`src/rtl/array_port_mux_pkg.sv`:
```
// Shared parameters and request type for the array-port-to-bank multiplexer.
package array_port_mux_pkg;

    localparam int PORT_NUM           = 4;
    localparam int ARRAY_BANK_NUM     = 4;
    localparam int ARRAY_BANK_BYTE_AW = 8;
    localparam int ARRAY_BANK_DW      = 32;
    localparam int ARRAY_TAG_DEPTH    = 4;

    localparam int BANK_NUM  = ARRAY_BANK_NUM;
    localparam int BANK_AW   = ARRAY_BANK_BYTE_AW;
    localparam int DW        = ARRAY_BANK_DW;
    localparam int TAG_DEPTH = ARRAY_TAG_DEPTH;
    localparam int BANK_SW   = $clog2(BANK_NUM);
    localparam int PORT_AW   = BANK_AW + BANK_SW;
    localparam int PORT_IW   = $clog2(PORT_NUM);
    localparam int CNT_W     = $clog2(BANK_NUM * TAG_DEPTH + 1);

    typedef struct packed {
        logic               re;
        logic               we;
        logic [1:0]         len;
        logic [PORT_AW-1:0] adr;
        logic [DW-1:0]      din;
    } array_req_t;

    // The top address bits select the bank.
    function automatic logic [BANK_SW-1:0] bank_of(input logic [PORT_AW-1:0] adr);
        return adr[PORT_AW-1 -: BANK_SW];
    endfunction

endpackage

```
`src/rtl/array_port_mux_if.sv`:
```
// Requester-port and bank-side bundle of the array port multiplexer.
interface array_port_mux_if;
    import array_port_mux_pkg::*;

    // Handshake: a request (re or we) is held by the requester until port_ready is seen
    // high in the same cycle; bank_re/we are valid and transfer when bank_ready is high.
    logic [PORT_NUM-1:0] port_re;
    logic [PORT_NUM-1:0] port_we;
    logic [1:0]          port_len      [PORT_NUM];
    logic [PORT_AW-1:0]  port_adr      [PORT_NUM];
    logic [DW-1:0]       port_din      [PORT_NUM];
    logic [PORT_NUM-1:0] port_ready;
    logic [DW-1:0]       port_dout     [PORT_NUM];
    logic [PORT_NUM-1:0] port_dout_vld;

    logic [BANK_NUM-1:0] bank_ready;
    logic [BANK_NUM-1:0] bank_re;
    logic [BANK_NUM-1:0] bank_we;
    logic [1:0]          bank_len      [BANK_NUM];
    logic [BANK_AW-1:0]  bank_bankAdr  [BANK_NUM];
    logic [DW-1:0]       bank_din      [BANK_NUM];
    logic [DW-1:0]       bank_dout     [BANK_NUM];
    logic [BANK_NUM-1:0] bank_dout_vld;

    modport slave (
        input  port_re, port_we, port_len, port_adr, port_din,
        output port_ready, port_dout, port_dout_vld,
        input  bank_ready, bank_dout, bank_dout_vld,
        output bank_re, bank_we, bank_len, bank_bankAdr, bank_din
    );

    modport master (
        output port_re, port_we, port_len, port_adr, port_din,
        input  port_ready, port_dout, port_dout_vld,
        output bank_ready, bank_dout, bank_dout_vld,
        input  bank_re, bank_we, bank_len, bank_bankAdr, bank_din
    );

endinterface

```
`src/rtl/array_tag_fifo.sv`:
```
// Per-bank FIFO of requester ids for reads still waiting on their bank return.
module array_tag_fifo #(
    parameter int DEPTH = 4,
    parameter int W     = 2
) (
    input  logic         clk,
    input  logic         rst,
    input  logic         push,
    input  logic [W-1:0] push_data,
    input  logic         pop,
    output logic [W-1:0] head,
    output logic         full,
    output logic         empty
);

    localparam int AW = (DEPTH > 1) ? $clog2(DEPTH) : 1;
    localparam int CW = $clog2(DEPTH + 1);

    logic [W-1:0]  mem [DEPTH];
    logic [AW-1:0] wr_ptr;
    logic [AW-1:0] rd_ptr;
    logic [CW-1:0] count;

    function automatic logic [AW-1:0] ptr_next(input logic [AW-1:0] p);
        return (p == AW'(DEPTH - 1)) ? '0 : p + 1'b1;
    endfunction

    assign full  = (count == CW'(DEPTH));
    assign empty = (count == '0);
    assign head  = mem[rd_ptr];

    always_ff @(posedge clk) begin
        if (push) mem[wr_ptr] <= push_data;
    end

    // A push while full is only issued alongside a pop, so the count never overflows.
    always_ff @(posedge clk) begin
        if (rst) begin
            wr_ptr <= '0;
            rd_ptr <= '0;
            count  <= '0;
        end else begin
            if (push) wr_ptr <= ptr_next(wr_ptr);
            if (pop)  rd_ptr <= ptr_next(rd_ptr);
            case ({push, pop})
                2'b10:   count <= count + 1'b1;
                2'b01:   count <= count - 1'b1;
                default: count <= count;
            endcase
        end
    end

endmodule

```
`src/rtl/array_port_mux.sv`:
```
// Round-robin arbitration of HLS array ports onto cache banks, with in-order read return per port.
module array_port_mux
    import array_port_mux_pkg::*;
(
    input  logic             clk,
    input  logic             rst,
    array_port_mux_if.slave  io,
    output logic             err_orphan
);

    array_req_t          req       [PORT_NUM];
    logic [BANK_SW-1:0]  req_bank  [PORT_NUM];
    logic [PORT_NUM-1:0] rd_req;
    logic [PORT_NUM-1:0] wr_req;

    logic [PORT_NUM-1:0] elig      [BANK_NUM];
    logic [BANK_NUM-1:0] gnt_vld;
    logic [PORT_IW-1:0]  gnt_id    [BANK_NUM];
    logic [BANK_NUM-1:0] accept;

    logic [BANK_NUM-1:0] fifo_push;
    logic [BANK_NUM-1:0] fifo_pop;
    logic [BANK_NUM-1:0] fifo_full;
    logic [BANK_NUM-1:0] fifo_empty;
    logic [PORT_IW-1:0]  fifo_head [BANK_NUM];

    logic [PORT_IW-1:0]  rr_ptr    [BANK_NUM];
    logic [CNT_W-1:0]    outst     [PORT_NUM];
    logic [BANK_SW-1:0]  last_bank [PORT_NUM];

    logic [PORT_NUM-1:0] acc_rd;
    logic [BANK_SW-1:0]  acc_bank  [PORT_NUM];
    logic [PORT_NUM-1:0] ret_hit;
    logic [DW-1:0]       ret_data  [PORT_NUM];
    logic [PORT_NUM-1:0] dout_vld_q;
    logic [DW-1:0]       dout_q    [PORT_NUM];

    // A write on the same port masks a read request.
    always_comb begin
        for (int p = 0; p < PORT_NUM; p++) begin
            req[p]      = '{re: io.port_re[p], we: io.port_we[p], len: io.port_len[p],
                            adr: io.port_adr[p], din: io.port_din[p]};
            req_bank[p] = bank_of(req[p].adr);
            wr_req[p]   = req[p].we;
            rd_req[p]   = req[p].re & ~req[p].we;
        end
    end

    // Reads stay on one bank while a port has returns pending, which keeps per-port return order.
    always_comb begin
        for (int b = 0; b < BANK_NUM; b++) begin
            fifo_pop[b] = io.bank_dout_vld[b] & ~fifo_empty[b];
            for (int p = 0; p < PORT_NUM; p++) begin
                elig[b][p] = (req_bank[p] == BANK_SW'(b)) &&
                             (wr_req[p] ||
                              (rd_req[p] && (!fifo_full[b] || fifo_pop[b]) &&
                               (outst[p] == '0 || last_bank[p] == BANK_SW'(b))));
            end
        end
    end

    always_comb begin
        for (int b = 0; b < BANK_NUM; b++) begin
            gnt_vld[b] = 1'b0;
            gnt_id[b]  = '0;
            for (int k = 0; k < PORT_NUM; k++) begin
                if (!gnt_vld[b] && elig[b][(int'(rr_ptr[b]) + k) % PORT_NUM]) begin
                    gnt_vld[b] = 1'b1;
                    gnt_id[b]  = PORT_IW'((int'(rr_ptr[b]) + k) % PORT_NUM);
                end
            end
        end
    end

    always_comb begin
        for (int b = 0; b < BANK_NUM; b++) begin
            accept[b]          = gnt_vld[b] & io.bank_ready[b] & ~rst;
            fifo_push[b]       = accept[b] & rd_req[gnt_id[b]];
            io.bank_re[b]      = gnt_vld[b] & rd_req[gnt_id[b]] & ~rst;
            io.bank_we[b]      = gnt_vld[b] & wr_req[gnt_id[b]] & ~rst;
            io.bank_len[b]     = req[gnt_id[b]].len;
            io.bank_bankAdr[b] = req[gnt_id[b]].adr[BANK_AW-1:0];
            io.bank_din[b]     = req[gnt_id[b]].din;
        end
    end

    always_comb begin
        io.port_ready = '0;
        acc_rd        = '0;
        ret_hit       = '0;
        for (int p = 0; p < PORT_NUM; p++) begin
            acc_bank[p] = '0;
            ret_data[p] = '0;
        end
        for (int b = 0; b < BANK_NUM; b++) begin
            if (accept[b]) begin
                io.port_ready[gnt_id[b]] = 1'b1;
                if (rd_req[gnt_id[b]]) begin
                    acc_rd[gnt_id[b]]   = 1'b1;
                    acc_bank[gnt_id[b]] = BANK_SW'(b);
                end
            end
            if (fifo_pop[b]) begin
                ret_hit[fifo_head[b]]  = 1'b1;
                ret_data[fifo_head[b]] = io.bank_dout[b];
            end
        end
    end

    for (genvar b = 0; b < BANK_NUM; b++) begin : g_tag
        array_tag_fifo #(.DEPTH(TAG_DEPTH), .W(PORT_IW)) u_tag_fifo (
            .clk       (clk),
            .rst       (rst),
            .push      (fifo_push[b]),
            .push_data (gnt_id[b]),
            .pop       (fifo_pop[b]),
            .head      (fifo_head[b]),
            .full      (fifo_full[b]),
            .empty     (fifo_empty[b])
        );
    end

    always_ff @(posedge clk) begin
        if (rst) begin
            for (int b = 0; b < BANK_NUM; b++) rr_ptr[b] <= '0;
            for (int p = 0; p < PORT_NUM; p++) begin
                outst[p]     <= '0;
                last_bank[p] <= '0;
                dout_q[p]    <= '0;
            end
            dout_vld_q <= '0;
            err_orphan <= 1'b0;
        end else begin
            for (int b = 0; b < BANK_NUM; b++) begin
                if (accept[b]) rr_ptr[b] <= PORT_IW'((int'(gnt_id[b]) + 1) % PORT_NUM);
            end
            for (int p = 0; p < PORT_NUM; p++) begin
                case ({acc_rd[p], ret_hit[p]})
                    2'b10:   outst[p] <= outst[p] + 1'b1;
                    2'b01:   outst[p] <= outst[p] - 1'b1;
                    default: outst[p] <= outst[p];
                endcase
                if (acc_rd[p])  last_bank[p] <= acc_bank[p];
                if (ret_hit[p]) dout_q[p]    <= ret_data[p];
            end
            dout_vld_q <= ret_hit;
            if (|(io.bank_dout_vld & fifo_empty)) err_orphan <= 1'b1;
        end
    end

    always_comb begin
        io.port_dout_vld = dout_vld_q;
        for (int p = 0; p < PORT_NUM; p++) io.port_dout[p] = dout_q[p];
    end

endmodule

```
`src/flat_wrapper.sv`:
```
// flat-port wrapper written by rule: the top's interface ports become plain ports
module array_port_mux_flat import array_port_mux_pkg::*;
  (clk, rst, err_orphan, io_port_re, io_port_we, io_port_len, io_port_adr, io_port_din, io_port_ready, io_port_dout, io_port_dout_vld, io_bank_ready, io_bank_dout, io_bank_dout_vld, io_bank_re, io_bank_we, io_bank_len, io_bank_bankAdr, io_bank_din);
  array_port_mux_if io_i ();
  input  logic clk;
  input  logic rst;
  output logic err_orphan;
  input wire logic [$bits(io_i.port_re)-1:0] io_port_re;
  input wire logic [$bits(io_i.port_we)-1:0] io_port_we;
  input wire logic [$bits(io_i.port_len)-1:0] io_port_len;
  input wire logic [$bits(io_i.port_adr)-1:0] io_port_adr;
  input wire logic [$bits(io_i.port_din)-1:0] io_port_din;
  output wire logic [$bits(io_i.port_ready)-1:0] io_port_ready;
  output wire logic [$bits(io_i.port_dout)-1:0] io_port_dout;
  output wire logic [$bits(io_i.port_dout_vld)-1:0] io_port_dout_vld;
  input wire logic [$bits(io_i.bank_ready)-1:0] io_bank_ready;
  input wire logic [$bits(io_i.bank_dout)-1:0] io_bank_dout;
  input wire logic [$bits(io_i.bank_dout_vld)-1:0] io_bank_dout_vld;
  output wire logic [$bits(io_i.bank_re)-1:0] io_bank_re;
  output wire logic [$bits(io_i.bank_we)-1:0] io_bank_we;
  output wire logic [$bits(io_i.bank_len)-1:0] io_bank_len;
  output wire logic [$bits(io_i.bank_bankAdr)-1:0] io_bank_bankAdr;
  output wire logic [$bits(io_i.bank_din)-1:0] io_bank_din;
  assign io_i.port_re = io_port_re;
  assign io_i.port_we = io_port_we;
  assign io_i.port_len = {>>{io_port_len}};
  assign io_i.port_adr = {>>{io_port_adr}};
  assign io_i.port_din = {>>{io_port_din}};
  assign io_port_ready = io_i.port_ready;
  assign io_port_dout = {>>{io_i.port_dout}};
  assign io_port_dout_vld = io_i.port_dout_vld;
  assign io_i.bank_ready = io_bank_ready;
  assign io_i.bank_dout = {>>{io_bank_dout}};
  assign io_i.bank_dout_vld = io_bank_dout_vld;
  assign io_bank_re = io_i.bank_re;
  assign io_bank_we = io_i.bank_we;
  assign io_bank_len = {>>{io_i.bank_len}};
  assign io_bank_bankAdr = {>>{io_i.bank_bankAdr}};
  assign io_bank_din = {>>{io_i.bank_din}};
  array_port_mux u_core (.clk(clk), .rst(rst), .io(io_i), .err_orphan(err_orphan));
endmodule
```
`config.mk`:
```
export PLATFORM = sky130hd
export DESIGN_NAME = array_port_mux_flat
export DESIGN_NICKNAME = d
export VERILOG_FILES = /design/src/rtl/array_port_mux_pkg.sv /design/src/rtl/array_port_mux_if.sv /design/src/rtl/array_tag_fifo.sv /design/src/rtl/array_port_mux.sv /design/src/flat_wrapper.sv
export SDC_FILE = /design/constraint.sdc
export NUM_CORES = 1
export LEC_CHECK = 0
export CORE_AREA = 2 2 245 247
export CTS_CLUSTER_DIAMETER = 150
export DETAILED_ROUTE_END_ITERATION = 8
export DIE_AREA = 0 0 247 249
export PLACE_DENSITY = 0.75
export SYNTH_ARGS = -nofsm -noshare
export SYNTH_HDL_FRONTEND = slang
export SYNTH_SLANG_ARGS = --single-unit
```
`constraint.sdc`:
```
create_clock -name clk -period 4.9 [get_ports clk]
set_clock_uncertainty 0.1 [all_clocks]
set_input_delay 0.49 -clock clk [delete_from_list [all_inputs] [get_ports clk]]
set_output_delay 0.49 -clock clk [all_outputs]
set_load 0.03 [all_outputs]
```
# Word-level counts from Yosys, hierarchy flattened
# Memory sizes are Yosys's and may differ from the RTL's. A register that Yosys moved wholly into a read port is not among the register bits.
# Index checks and enable logic that the tools add are counted.
# totals
reg_bits	33
latchBits	0
ram_bits	196
rom_bits	0
word_cells	718
mem_count	8
# mem_list
memory	words	word_bits	rd	rd_clocked_by_memory_dff	wr	line	rtl
u_core.dout_q	4	32	4	0	4	array_port_mux.sv:36	logic [DW-1:0] dout_q [PORT_NUM];
u_core.outst	4	5	4	0	4	array_port_mux.sv:28	logic [CNT_W-1:0] outst [PORT_NUM];
u_core.g_tag[0].u_tag_fifo.mem	4	2	1	1	1	array_tag_fifo.sv:19	logic [W-1:0] mem [DEPTH];
u_core.g_tag[1].u_tag_fifo.mem	4	2	1	1	1	array_tag_fifo.sv:19	
u_core.g_tag[2].u_tag_fifo.mem	4	2	1	1	1	array_tag_fifo.sv:19	
u_core.g_tag[3].u_tag_fifo.mem	4	2	1	1	1	array_tag_fifo.sv:19	
2 more memories	-	-	-	-	-	-	
# op_classes
add_sub_neg	40
n_mul	0
n_div	0
n_lt_le_gt_ge	47
eq_ne	52
n_shift	0
mux	289
bitwise	104
n_reduce_logical	164
# op_table
op	count
128-bit two-way mux	4
128-bit bitwise mux	3
46-bit binary-select mux with 2-bit select	4
44-bit two-way mux	8
32-bit demux with 2-bit select	4
32-bit two-way mux	8
1-bit two-way mux	142
128-bit AND	1
2-bit two-way mux	43
1-bit logical AND	75
2-bit == test (second input constant)	32
4-bit two-way mux	16
5-bit two-way mux	12
1-bit binary-select mux with 2-bit select	24
3-bit by 4-bit less-than comparator with 1-bit output (second input constant)	12
8-bit two-way mux	5
4-bit OR	10
1-bit AND	36
1-bit logical OR	36
2-bit by 3-bit less-than comparator with 1-bit output (second input constant)	12
2-bit by 1-bit adder with 2-bit output (second input constant)	16
2-bit by 1-bit == test with 1-bit output (second input constant)	16
2-bit OR reduction	16
3-bit >= comparator (second input constant)	8
25 further kinds	153

# Longest topological paths before layout
# Gate-level depths: netlist of the first run.
# depth
ltp_word	42
ltp_mapped	25

# Hierarchy
# From an unflattened synthesis of the first run, not the netlist that was laid out.
# unflattened
hier_cells	2372
area_unflattened_um2	19404.9
# by_module_without_submodules
mod	instances	cells_each	area_per_inst_um2	seq_area_each_um2
array_port_mux	1	2144	16482.1	5024.8
array_tag_fifo	4	57	730.7	420.4

# Worst setup path after synthesis of the first run
# Ideal clock, no wire load.
# synth_timing
path_type	reg2reg
from	mem u_core.outst[3][0] (netlist bit)
to	mem u_core.outst[0][4] (netlist bit) (data pin)
arrival_time_ps	4843
setup_slack_ps	-298
stages_incl_launch_ff	26
path_buffers	4
synth_period_minus_slack_ps	5198
cell_sequence	edfxtp_1 > inv_1 > ha_1 > nor4b_2 > a21oi_1 > o21ai_1 > nor3_1 > nor4_4 > buf_2 > buf_2 > buf_1 > inv_1 > ha_1 > and3_1 > a32o_2 > nor3_1 > ha_1 > nor2b_1 > clkbuf_1 > xor2_1 > ha_1 > o21ai_0 > a21oi_1 > nor2_1 > xnor2_1 > nor2_1
# synth_rtl
element	line
start, declared	array_port_mux.sv:28

# Worst setup path after layout of the first run
# layout_timing
from	reg u_core.g_tag[0].u_tag_fifo.count[0]
to	out io_bank_len[6]
# layout_via
elab_chain_len	24
elab_cells_between_ends	50
cone_classes	1 x eq/ne; 21 x mux; 3 x bitwise; 25 x reduce/logical
# layout_rtl
element	line	rtl
start, declared	array_tag_fifo.sv:22	logic [CW-1:0] count;
start signal, assigned	array_tag_fifo.sv:46	2'b10: count <= count + 1'b1;
start signal, assigned	array_tag_fifo.sv:47	2'b01: count <= count - 1'b1;
start signal, assigned	array_tag_fifo.sv:48	default: count <= count;
3-bit logical NOT	array_tag_fifo.sv:29	assign empty = (count == '0);
1-bit inverter	array_port_mux.sv:52	fifo_pop[b] = io.bank_dout_vld[b] & ~fifo_empty[b];
1-bit AND	array_port_mux.sv:52	
1-bit logical OR *	array_port_mux.sv:56	(rd_req[p] && (!fifo_full[b] || fifo_pop[b]) &&
1-bit logical AND (2 in series)	array_port_mux.sv:56	
1-bit logical OR	array_port_mux.sv:55	(wr_req[p] ||
1-bit logical AND	array_port_mux.sv:54	elig[b][p] = (req_bank[p] == BANK_SW'(b)) &&
1-bit binary-select mux with 2-bit select	array_port_mux.sv:67	if (!gnt_vld[b] && elig[b][(int'(rr_ptr[b]) + k) % PORT_NUM]) begin
[6 not listed]	-	
1-bit logical AND	array_port_mux.sv:67	
1-bit two-way mux	array_port_mux.sv:67	
1-bit logical NOT	array_port_mux.sv:67	
1-bit logical AND	array_port_mux.sv:67	
2-bit two-way mux *	array_port_mux.sv:67	
2-bit inverter with 3-bit output (not written as such) *	array_port_mux.sv:81	io.bank_len[b] = req[gnt_id[b]].len;
46-bit binary-select mux with 2-bit select *	array_port_mux.sv:81	
44-bit two-way mux (not written as such) * (2 in series)	array_port_mux.sv:81	
end, declared	flat_wrapper.sv:21	output wire logic [$bits(io_i.bank_len)-1:0] io_bank_len;
# Mark *: on every way between the ends. The rest lies on a longest branch, timed or not. The select of a mux whose other input is x is not followed.

==> flow_summary_export.csv, run 1 <==
group,metric,value,unit
global_route,gr-total-overflow,0,
cts,clock_sinks,237,
timing,whs,381,ps
final_layout,layout-drive-gt1-share,13.5,%
status,status,"complete, no violations",
run,cap_violations,0,
power_and_ir_drop,vdd_drop_max,0.248,mV
timing,post-route-period-util,97.7,%
global_route,grt_pass1_vias,21300,
timing,rsz0062_at_grt,"yes",
synth,synth_edf_count,196,
timing,worst_slack,111,ps
synth,synthDistinctLibCells,73,
die,rows,89,
power_and_ir_drop,powerDensity,280,mW/mm^2
synth,async_reset_ff_share,0,%
drt,wl_per_cell,23.4,um
drt,drcViolationCount,0,
synth,syn-num-nets,2862,
worst_setup_path,critPathCaptureType,"primary output",
cts,clockRootBuffer,"clkbuf_16",
placement,place_hpwl,63000,um
global_route,grt_start_max_net_pins,128,
synth,synth_area_leaders,"edfxtp_1 (30%), nand2_1 (7.3%), a211oi_1 (7.1%), a21oi_1 (5.6%), nor2_1 (4.9%)",
die,dieArea,0.0615,mm^2
cts,clk-insertion-delay-late,560,ps
worst_setup_path,endpoint,"io_bank_len[6]",
drt,drt_iter0_markers,2617,
placement,place_congestion,0.972,
worst_setup_path,path_class,"register to primary output",
timing,slew_viol_final,0,
timing,setup_violations,0,
cts,h-tree-depth,1,
worst_setup_path,rrSetupSlack,280,ps
drt,ant_nets,0,
final_layout,nets,3446,
synth,synth_area,0.0198,mm^2
worst_setup_path,r2r-end,"u_core.outst[0][4]",
global_route,antenna_found_initial,29,
die,floorplan.initialDensity,33.7,%
synth,synth_top_area_share,29.7,%
drt,drt-total-wl,90900,um
timing,timing_hold_violations_final,0,
cts,clk_pin_slew,70,ps
worst_setup_path,rr_worst_depth,23,
die,core_area,0.0587,mm^2
worst_setup_path,path_max_fanout,65,
final_layout,layout_common_cells,"clkdlybuf4s50_1 (459), nand2_1 (382), nor2_1 (255)",
worst_setup_path,startpoint_type,"register",
worst_setup_path,regToRegStartpoint,"u_core.outst[3][1]",
synth,synth_top_area_cell,"edfxtp_1",
synth,synth_ff_type,"edfxtp_1",
die,die_height,249,um
cts,cts_made_buffers,26,
hold_path,min_path_type,"register to register",
global_route,grt_pass1_wl,131000,um
timing,relSlewSlack,14.2,%
drt,first_pass_iters,6,
cts,cts.path.max_buffers,3,
synth,avgSynthCellArea,7.99,um^2
timing,min_period,4790,ps
synth,synth-seq-cells,237,
cts,cts_tree,"done",
drt,viasPerCell,5.94,
die,die_w,247,um
timing,worst_slew_pin_slew,1280,ps
synth,ys_seq_area_share,33.9,%
drt,vias,23100,
final_layout,fillers,5583,
worst_setup_path,required,4310,ps
die,ioPinCount,635,
power_and_ir_drop,leakagePower,10.8,nW
worst_setup_path,arrival,4200,ps
placement,post-place-ws,-189,ps
worst_setup_path,startpoint,"u_core.g_tag[0].u_tag_fifo.count[0]",
final_layout,area_growth_syn_to_layout,44.4,%
placement,place.port_buffers,634,
final_layout,final_common_cell,"clkdlybuf4s50_1",
synth,yosysWarnings,0,
synth,synthCells,2480,
global_route,grtUsageTotal,27.4,%
timing,fmax,209,MHz
sequential cells by signal, summed over array words and instances (netlist names), named ones only:
| signal | count |
|---|---|
| u_core.dout_q | 128 |
| u_core.g_tag.u_tag_fifo.mem | 32 |
| u_core.outst | 20 |
| u_core.g_tag.u_tag_fifo.count | 12 |
| u_core.g_tag.u_tag_fifo.rd_ptr | 8 |
| u_core.g_tag.u_tag_fifo.wr_ptr | 8 |
| u_core.last_bank | 8 |
| u_core.rr_ptr | 8 |
| u_core.io.port_dout_vld | 4 |
| u_core.err_orphan | 1 |
cell usage after synthesis, drive strengths merged (7+ instances only):
cell      n
nand2   384
nor2    260
a21oi   223
edfxtp  196
a211oi  186
clkbuf  185
and3    110
a22oi    97
mux2i    94
a31oi    86
inv      66
nor2b    59
nor3     58
and2     56
ha       56
dfxtp    41
o22ai    36
a221oi   35
buf      30
nand2b   24
o21ai    21
nand3    19
xor2     14
a211o    10
nand4    10
xnor2    10
mux4      9
or2       9
a32o      8
a2111o    7
worst min path at each step:
stage | from | endpoint | slack [ps] | depth (start not counted)
global route | u_core.g_tag[2].u_tag_fifo.rd_ptr[1] | u_core.g_tag[2].u_tag_fifo.rd_ptr[1] | 400 | 2
finish | u_core.g_tag[2].u_tag_fifo.rd_ptr[1] | u_core.g_tag[2].u_tag_fifo.rd_ptr[1] | 380 | 2
CTS | rst | u_core.g_tag[3].u_tag_fifo.wr_ptr[1] | 350 | 2
floorplan | u_core.g_tag[3].u_tag_fifo.rd_ptr[1] | register | 350 | 2
global placement | u_core.g_tag[2].u_tag_fifo.rd_ptr[1] | u_core.g_tag[2].u_tag_fifo.rd_ptr[1] | 370 | 2
detailed placement | u_core.g_tag[0].u_tag_fifo.rd_ptr[1] | register | 370 | 2
area by class of cell:
type,count,area (um^2),area share [%]
Antenna cell,30,75.1,0.263
Clock buffer,29,662,2.31
Clock inverter,17,156,0.547
Inverter,68,262,0.915
Multi-Input combinational cell,1960,12200,42.6
Sequential cell,237,6710,23.5
Tap cell,773,967,3.38
Timing Repair Buffer,771,7590,26.5
per-layer routing:
metal	GRT usage (%)	vias up	part of all wire (%)
met4	18.7	0	7.0
met5	0	-	0
met2	45.0	1761	47
met1	31.1	10600	34
li1	-	10400	-
met3	6.86	342	12
kinds of logic after synthesis:
group                      count (synthesis)  share of synthesized area, %
and+or+nand+nor                         1020                          24.2
AOI/OAI and AO/OA                        750                          25.5
buffers and inverters                    283                          5.49
DFF                                      237                          33.9
muxes                                    106                          5.94
adders and majority gates                 60                          3.94
xor gates and xnor gates                  24                          1.06
report_power, final:
group	internal, mW	total (mW)	switching (mW)
logic	1.46	3.65	2.19
clock network	1.05	1.94	0.891
registers	2.32	2.41	0.0863
critical path, cell delays in order, from the launching register on:
cell and delay [ps]:
dfxtp_1 350, or4b_4 580, a32o_1 250, a211o_1 320, o221a_1 250, o21ba_4 230, buf_4 190, buf_12 300
nand2_1 100, and3_1 170, a31oi_1 190, clkdlybuf4s50_1 700
through the flow:
step                      cell area, um^2  TNS, ps  instances  total power, mW  utilization [%]
after floorplan                     19800        0       2480             4.32                -
after global placement              27500     -240       3803             5.97             46.8
after detailed placement            27500     -670       3803             5.99             46.8
after CTS                           28300        0       3849             7.94             48.2
after global routing                28600     -147       3882             8.29             48.7
final                               28600        0       3885             7.99             48.7
timing repair:
action / in CTS / in global routing
gates resized for setup: 4 / 33
pin swaps: 0 / 6
gates cloned: 0 / 3
hold buffers: 0 / 0
setup endpoints to repair: 22 / 75
setup buffers: 0 / 3
Power figures use the tool's default switching activity.
==> inputs of run 2 (changes only) <==
--- a/config.mk
+++ b/config.mk
@@ -6,9 +6,10 @@
 export NUM_CORES = 1
 export LEC_CHECK = 0
-export CORE_AREA = 2 2 245 247
+export CORE_AREA = 2 2 246 248
 export CTS_CLUSTER_DIAMETER = 150
 export DETAILED_ROUTE_END_ITERATION = 8
-export DIE_AREA = 0 0 247 249
-export PLACE_DENSITY = 0.75
+export DIE_AREA = 0 0 248 250
+export PLACE_DENSITY = 0.72
+export SKIP_CTS_REPAIR_TIMING = 1
 export SYNTH_ARGS = -nofsm -noshare
 export SYNTH_HDL_FRONTEND = slang
==> constraint.sdc (replaced) <==
create_clock -name clk -period 4.7 [get_ports clk]
set_clock_uncertainty 0.1 [all_clocks]
set_input_delay 1.175 -clock clk [delete_from_list [all_inputs] [get_ports clk]]
set_output_delay 1.175 -clock clk [all_outputs]
set_load 0.03 [all_outputs]
==> run 2 against run 1 <==
Compared with the run above: the flow now finishes with violations (setup timing); global-route usage up 1.4 points; wire length up 19%; hold slack improved by 14 ps; first-iteration DRC count up 2.1%; critical path depth rose by 4; sequential share of layout area shrank 4.5 points; non-clock buffer count up 235; clock-buffer cell count did not move; cell count increased by 6.0%; die area increased by 0.81%; combinational power rose by 51%; worst setup slack got worse by 690 ps; critical endpoint is now io_bank_re[1]; largest cell class unchanged.
==> flow_summary_export.csv, run 2 (same netlist as run 1, synthesis figures left out) <==
group,metric,value,unit
worst_setup_path,startpoint_type,"primary input",
hold_path,holdPathStages,2,
placement,place_hpwl,68800,um
drt,drcViolationCount,0,
power_and_ir_drop,powerDensity,284,mW/mm^2
cts,cts_tree,"done",
worst_setup_path,rr_worst_depth,25,
timing,worst_slew_pin_slew,826,ps
timing,timing_hold_violations_final,0,
worst_setup_path,path_class,"primary input to primary output",
drt,ant_nets,0,
worst_setup_path,path_max_fanout,4,
cts,clk-insertion-delay-late,540,ps
global_route,gr-total-overflow,0,
power_and_ir_drop,vdd_drop_max,0.275,mV
run,cap_violations,0,
placement,post-place-ws,-996,ps
final_layout,layout_common_cells,"clkdlybuf4s50_1 (433), nand2_1 (306), buf_4 (268)",
cts,clk_pin_slew,60,ps
final_layout,utilization,59.5,%
timing,setup_violations,195,
worst_setup_path,cp_slowest_cell,"or4b_4",
worst_setup_path,required,3420,ps
global_route,grt_start_max_net_pins,83,
status,status,"finished, violations left",
timing,setup_tns,-71950,ps
final_layout,area_growth_syn_to_layout,78.8,%
cts,cts_made_buffers,25,
final_layout,nets,3680,
die,rows,90,
die,die_w,248,um
die,ioPinCount,635,
cts,clockRootBuffer,"clkbuf_16",
drt,first_pass_iters,8,
timing,fmax,189,MHz
global_route,grt_pass1_wl,138000,um
drt,drt-total-wl,108000,um
drt,viasPerCell,6.06,
die,core_area,0.0596,mm^2
power_and_ir_drop,total_power,10.0,mW
timing,min_period,5280,ps
final_layout,layout-drive-gt1-share,34.5,%
worst_setup_path,critical_path.max_stage_delay,560,ps
drt,wl_per_cell,26.2,um
timing,post-route-period-util,112,%
drt,drt_iter0_markers,2672,
timing,worst_slack,-578,ps
final_layout,top_register,"u_core.dout_q",
hold_path,min_path_type,"register to register",
die,floorplan.initialDensity,33.2,%
worst_setup_path,arrival,4000,ps
placement,place_congestion,0.956,
power_and_ir_drop,leakagePower,13.2,nW
final_layout,reg_top3,"u_core.dout_q x128, u_core.g_tag.u_tag_fifo.mem x32, u_core.outst x20",
status,violations,"setup timing",
global_route,antenna_found_initial,23,
cts,clock_sinks,237,
final_layout,largest_reg_flops,128,
worst_setup_path,critPathCaptureType,"primary output",
global_route,grtUsageTotal,28.8,%
drt,vias,25000,
final_layout,final_common_cell,"clkdlybuf4s50_1",
timing,rsz0062_at_grt,"yes",
timing,slew_viol_final,0,
placement,place.port_buffers,634,
timing,relSlewSlack,44.9,%
cts,h-tree-depth,1,
worst_setup_path,path_cells,"buf_6, or4b_4, a41o_1, o21a_1, a222oi_1, buf_4, nand3_4, buf_12, buf_12, mux2i_4, mux2i_2, buf_6, buf_12, and2_4, buf_6",
global_route,grt_pass1_vias,22200,
cts,cts.path.max_buffers,3,
die,dieArea,0.0620,mm^2
die,die_height,250,um
run 2: cell count changes in the layout (fill, tap and decap cells not counted), moves of 76 or more:
cell and delta:
and3_4 +82, buf_6 +144, a21oi_2 +86, a21oi_1 -89, a31oi_1 -85, a31oi_4 +83, nand2_1 -76, and3_1 -83
run 2: report_power, final:
part	internal, mW	switching (mW)	total [mW]
clock network	1.16	0.879	2.04
logic	2.50	3.00	5.50
registers	2.42	0.0805	2.50
total	6.08	3.96	10.0
run 2: final timing paths:
path	start	endpoint	slack (ps)
worst min register to register	u_core.g_tag[3].u_tag_fifo.rd_ptr[1]	u_core.g_tag[3].u_tag_fifo.rd_ptr[1]	390
worst max-delay path	io_bank_dout_vld[1]	io_bank_re[1]	-580
worst max register to register	u_core.outst[3][1]	u_core.outst[2][4]	-240
worst min-delay path	u_core.g_tag[3].u_tag_fifo.rd_ptr[1]	u_core.g_tag[3].u_tag_fifo.rd_ptr[1]	390
run 2: worst max-delay path: cells and delay by family:
family	cells	cell delay [ps]
simple gates	3	790
buf+inv	7	920
compound gates	3	650
mux	2	450
run 2: layout make-up:
| class | instances | area [um^2] |
|---|---|---|
| clock buffer | 29 | 651 |
| multi-input combinational | 1960 | 15400 |
| sequential | 237 | 6710 |
| inverter | 68 | 284 |
| clock inverter | 16 | 173 |
| tap | 782 | 978 |
| fill | 4821 | 24100 |
| timing repair buffer | 1006 | 11200 |
| antenna | 21 | 52.6 |
run 2: stage by stage:
step                instance area, um^2  hold slack [ps]  std cells
finish                            35400              395       4119
detailed placement                30500              368       3936
global placement                  30500              368       3936
global route                      35400              430       4118
CTS                               31300              383       3981
floorplan                         21700              354       2480
run 2: layer usage:
| layer | vias to the layer above | global-route usage, % | share of wire (%) |
|---|---|---|---|
| li1 | 10800 | - | - |
| met1 | 11900 | 34.4 | 35 |
| met2 | 1796 | 47.6 | 47 |
| met3 | 483 | 6.75 | 11 |
| met4 | 0 | 15.4 | 7.2 |
| met5 | - | 0 | 0 |
